==> src/rtl/ram_pkg.sv <==
// Shared constants for the single-port RAM: default geometry and the wr_rd
// command encodings.
package ram_pkg;

  localparam int ADDR_WIDTH_DEF = 3;
  localparam int DATA_WIDTH_DEF = 8;
  localparam int DEPTH_DEF      = 8;

  localparam logic WR = 1'b1;
  localparam logic RD = 1'b0;

endpackage : ram_pkg

==> src/rtl/single_port_ram.sv <==
// Single-port register-array RAM. Reads and writes take one clock edge, and the
// read data is registered and qualified by out_en.
module single_port_ram
  import ram_pkg::*;
#(
  parameter int ADDR_WIDTH = ADDR_WIDTH_DEF,
  parameter int DATA_WIDTH = DATA_WIDTH_DEF,
  parameter int DEPTH      = DEPTH_DEF
) (
  input  logic                  clk,
  input  logic                  rst,
  input  logic                  en,
  input  logic                  wr_rd,
  input  logic [ADDR_WIDTH-1:0] addr,
  input  logic [DATA_WIDTH-1:0] data_in,
  output logic [DATA_WIDTH-1:0] data_out,
  output logic                  out_en
);

  if (DEPTH > 2**ADDR_WIDTH) begin : g_depth_check
    $error("single_port_ram: DEPTH (%0d) exceeds 2**ADDR_WIDTH (%0d)", DEPTH, 2**ADDR_WIDTH);
  end

  localparam logic [ADDR_WIDTH:0] DEPTH_L = DEPTH[ADDR_WIDTH:0];

  logic [DATA_WIDTH-1:0] mem_q [DEPTH];
  logic [DATA_WIDTH-1:0] data_out_q, data_out_d;
  logic                  out_en_q, out_en_d;
  logic                  in_range;

  // Addresses at or beyond DEPTH have no storage: writes are dropped and reads return zero.
  always_comb begin
    in_range   = ({1'b0, addr} < DEPTH_L);
    data_out_d = data_out_q;
    out_en_d   = 1'b0;
    if (en && (wr_rd == RD)) begin
      out_en_d   = 1'b1;
      data_out_d = in_range ? mem_q[addr] : '0;
    end
  end

  always_ff @(posedge clk or posedge rst) begin
    if (rst) begin
      mem_q      <= '{default: '0};
      data_out_q <= '0;
      out_en_q   <= 1'b0;
    end else begin
      data_out_q <= data_out_d;
      out_en_q   <= out_en_d;
      if (en && (wr_rd == WR) && in_range) begin
        mem_q[addr] <= data_in;
      end
    end
  end

  assign data_out = data_out_q;
  assign out_en   = out_en_q;

endmodule : single_port_ram

==> config.mk <==
export PLATFORM = sky130hd
export DESIGN_NAME = single_port_ram
export DESIGN_NICKNAME = d
export VERILOG_FILES = /design/src/rtl/ram_pkg.sv /design/src/rtl/single_port_ram.sv
export SDC_FILE = /design/constraint.sdc
export NUM_CORES = 1
export LEC_CHECK = 0
export CORE_MARGIN = 5
export CORE_UTILIZATION = 62
export DETAILED_ROUTE_END_ITERATION = 7
export PLACE_DENSITY = 0.94
export SLEW_MARGIN = 40
export SYNTH_ARGS = -nofsm -noshare
export SYNTH_HDL_FRONTEND = slang
export SYNTH_SLANG_ARGS = --single-unit
==> constraint.sdc <==
create_clock -name clk -period 6.1 [get_ports clk]
set_input_delay 1.83 -clock clk [delete_from_list [all_inputs] [get_ports clk]]
set_output_delay 1.83 -clock clk [all_outputs]
set_load 0.05 [all_outputs]
# Yosys cells after proc, flatten, opt, wreduce, memory -nomap -nowiden
# Index checks and enable logic that the tools add are counted.
totals:
  regBits: 73
  inputBits: 15
  output_inout_bits: 9
  wordCells: 24
op_classes:
  n_lt_le_gt_ge: 2
  muxes: 7
  bitwise_logic: 2
  reduce_logical: 3
ops:
  columns: ["op", "n"]
  rows:
  - ["bitwise mux 64 bit", 1]
  - ["binary-select mux 8 bit (select 3 bit)", 1]
  - ["demux 8 bit (select 3 bit)", 1]
  - ["2-to-1 mux 8 bit", 3]
  - [">= comparator 4 bit, second input constant", 1]
  - ["< comparator 4 x 1 -> 1 bit, second input constant", 1]
  - ["NOT 3 -> 4 bit", 1]
  - ["logical AND 1 bit", 3]
  - ["2-to-1 mux 1 bit", 1]
  - ["NOT 1 bit", 1]

# Depth between registers and ports, before layout
depth:
  word_depth: 6
  depth_mapped: 5
  ltp_nobuf: 3

# Least setup slack after synthesis
# No wires, ideal clock.
synth_path:
  kind: "input -> register"
  from: "input port addr[0]"
  to: "register mem_q[40] (netlist bit)"
  arrival_time_ns: 2.828
  slack_ns: 3.148
  cell_stages: 4
  n_path_buf: 1
  path_cell_list: "buf_6 -> nand3b_4 -> nor2_2 -> mux2_2"
synth_between:
  elab_chain_cells: 6
synth_rtl:
  columns: ["element", "line", "text"]
  rows:
  - ["start, declared", "single_port_ram.sv:14", "input logic [ADDR_WIDTH-1:0] addr,"]
  - ["NOT 3 -> 4 bit (implied by the code) *", "single_port_ram.sv:51", "mem_q[addr] <= data_in;"]
  - [">= comparator 4 bit (implied by the code) or < comparator 4 x 1 -> 1 bit (tied branches)", "single_port_ram.sv:51", null]
  - ["logical AND 1 bit (implied by the code)", "single_port_ram.sv:51", null]
  - ["2-to-1 mux 8 bit (implied by the code)", "single_port_ram.sv:51", null]
  - ["demux 8 bit (select 3 bit) *", "single_port_ram.sv:51", null]
  - ["bitwise mux 64 bit *", "single_port_ram.sv:51", null]
  - ["end signal, assigned by index", "single_port_ram.sv:51", null]
  - ["end, declared", "single_port_ram.sv:26", "logic [DATA_WIDTH-1:0] mem_q [DEPTH];"]
# Mark *: on every way between the ends. The rest lies on a longest branch, timed or not.
# A chain may end at the register's enable or synchronous reset.

# Final worst setup path
layout_path:
  from: "input port addr[2]"
  to: "register mem_q[1] (netlist bit)"
# The elaborated chain is that of the path after synthesis.

==> impl_metrics.tcl <==
set metrics [dict create \
    run_status "complete, no violations" \
    synth_edf_count 0 \
    placed_cells_incl_taps 303 \
    maxClockFrequency_mhz 269.7 \
    number_of_endpoints_failing_setup_at_the_final_stage 0 \
    vdd.ir_drop.worst_uv 239.2 \
    synth_commonest_cells "73 x sky130_fd_sc_hd__dfrtp_1, 60 x sky130_fd_sc_hd__mux2_2, 32 x sky130_fd_sc_hd__mux2i_1, 9 x sky130_fd_sc_hd__nand2_1" \
    maximum_number_of_pins_on_one_net_before_global_route_repair 39 \
    dr.first_iter.drc_count 140 \
    synth_top_cells_by_area "sky130_fd_sc_hd__dfrtp_1 54%, sky130_fd_sc_hd__mux2_2 20%, sky130_fd_sc_hd__mux2i_1 9.5%, sky130_fd_sc_hd__mux4_2 5.4%, sky130_fd_sc_hd__buf_12 1.8%" \
    layout.cells.non_filler 319 \
    layout_worst_path_cycle_share_pct 60.79 \
    type_of_the_worst_setup_path "in -> reg" \
    synth_top_area_cell "sky130_fd_sc_hd__dfrtp_1" \
    critical_path.top_delay_family "buffers and inverters" \
    postSynth.asyncResetShare_pct 100.0 \
    wl_per_cell_um 19.69 \
    regToRegStartpoint "mem_q[3]" \
    clock_tree.htree_level_count 3 \
    hold_slack_ns 0.4873 \
    synth_top_cell_area_share_pct 54.42 \
    cp_max_fo 13 \
    worst_setup_hold_path_clk_slew_ns 0.07 \
    cts_num_sinks 73 \
    critPathCaptureType "register" \
    worst_pin_slew_ns 0.7978 \
    num-nets-final 259 \
    min_to "data_out[6]" \
    number_of_core_rows 26 \
    layout-drive-gt1-share_pct 38.96 \
    critical_path.n_buffers_inverters 1 \
    power_density_mw_per_mm2 357.4 \
    setup_ws_ns 2.392 \
    drt-pass1-iter-count 4 \
    drcViolationCount 0 \
    whs_path_depth 2 \
    clock_period_minus_worst_slack_ns 3.708 \
    holdBufCountCts 0 \
    wl_um 6281 \
    areaGrowthSynthToFinish_pct 12.97 \
    hold_wc_path_type "reg -> reg" \
    grt_setup_unrepaired "no" \
    slew_headroom_pct 46.64 \
    route.vias.total 1830 \
    grt_first_pass_wirelength_um 10410 \
    postCtsSetupBuffers 0 \
    slowest_stage "sky130_fd_sc_hd__clkdlybuf4s50_1" \
    synth.ff_latch_count 73 \
    cts.repair.resized 0 \
    fp.dieArea_mm2 0.006986 \
    drt.antenna.violating_nets 0 \
    min-delay-start "data_out[6]" \
    max_cap_viol_count 0 \
    core-area_mm2 0.005172 \
    worst-endpoint-arrival_ns 3.94 \
    crit_path_start_kind "input port" \
    io_buffer_count 23 \
    clkLatencyLatePin_ns 0.35 \
    ys_warn_count 0 \
    timing.final.hold_violations 0 \
    dpl_worst_slack_ns 2.050 \
    overflow 0 \
    synth_flop_cell "sky130_fd_sc_hd__dfrtp_1" \
    detailed_place_hpwl_um 4013 \
    post_synth_num_cell_types 18 \
    ff2ff_setup_slack_ns 4.95 \
    synth_seq_area_share_pct 54.42 \
    gr-usage-all-layers_pct 19.63 \
    crit_chain "clkdlybuf4s50_1 -> nand2_1 -> nor2_2 -> mux2_2" \
    setup_total_negative_slack_ns 0 \
    start_util_pct 64.90 \
    antennaDiodeCount 0 \
    syn_area_mm2 0.003357 \
    chipHeight_um 83.59 \
    slew_viol_final 0 \
    gp_congestion 0.7318 \
    antenna_found_initial 0 \
    synth_most_common_cell "sky130_fd_sc_hd__dfrtp_1" \
    synthesis.instances 216 \
    vias_per_cell 5.737 \
    total_leakage_power_nw 1.670 \
    die_w_um 83.59 \
    numCtsBuffers 9 \
    pin_count 24 \
    syn_area_per_cell_um2 15.54 \
    cts.path.max_buffers 2 \
    worst_ep_required_time_ns 6.33 \
    clock_skew_ns 0.005355 \
    clock_tree.root_cell "sky130_fd_sc_hd__clkbuf_8" \
    postLayoutCoreUtil_pct 73.32 \
    cp_slowest_stage_delay_ns 0.99 \
    tritoncts "done" \
    first_global_vias 2020 \
    r2r.worst_path.cells 3 \
    r2r-end "data_out[3]" \
    synthesis.nets 231 \
]
layout make-up:
class                      instances  area [um^2]
inverter                           2        8.758
sequential                        73         1827
clock inverter                     6        82.58
clock buffer                      10        127.6
timing repair buffer              24        230.2
multi-input combinational        134         1429
tap                               70        87.58
fill                             331         1380
stage by stage:
stage / total power, mW / cell area [um^2]
after global placement: 0.9427 / 3583
final: 1.355 / 3792
after detailed placement: 0.9620 / 3581
after global routing: 1.417 / 3792
after CTS: 1.364 / 3791
after floorplan: 0.8757 / 3357
sequential cells by signal, indices dropped and copies added, names as in the netlist:
name      cells
out_en        1
data_out      8
mem_q        64
power by group:
group / leakage (nW) / internal, mW / switching [mW]
Combinational: 0.663 / 0.156 / 0.140
Sequential: 0.900 / 0.596 / 0.0595
Clock: 0.106 / 0.228 / 0.176
worst reg2reg max path, cell delays in order (launching register included):
cell                      delay (ns)
sky130_fd_sc_hd__dfrtp_1        0.37
sky130_fd_sc_hd__mux2i_1        0.09
sky130_fd_sc_hd__mux4_2         0.48
sky130_fd_sc_hd__o21ai_1        0.13
metal layers:
layer	global-route usage, %	share of wire [%]	wire [um]
met1	24.17	43	2722
met5	0	0	0
met3	4.047	3.6	227
met4	10.09	2.2	138
met2	32.68	51	3194
worst max-delay path by stage:
stage	cells past startpoint	to	from
3_3_place_gp	4	mem_q[6]	addr[1]
4_1_cts	4	mem_q[1]	addr[2]
3_5_place_dp	4	mem_q[1]	addr[2]
5_1_grt	4	mem_q[1]	addr[2]
6_report	4	mem_q[1]	addr[2]
2_1_floorplan	1	data_out[0]	rst
placed cells by master (no fill, tap or decap), drive strengths merged, types with 2 or more instances in the layout:
cell type      count
clkinv             4
mux2              64
mux2i             32
nor3               2
buf                3
bufinv             2
mux4               8
o21ai              8
clkdlybuf4s50     21
clkbuf            10
nand2              9
nor2               6
nand2b             3
dfrtp             73
logic make-up after synthesis:
logic type | Yosys count | share of synthesized area, %
compound gates | 8 | 1.193
flops | 73 | 54.42
mux | 104 | 36.38
simple gates | 22 | 4.994
buf+inv | 9 | 3.019
No activity file was read; power rests on OpenSTA's default activity.
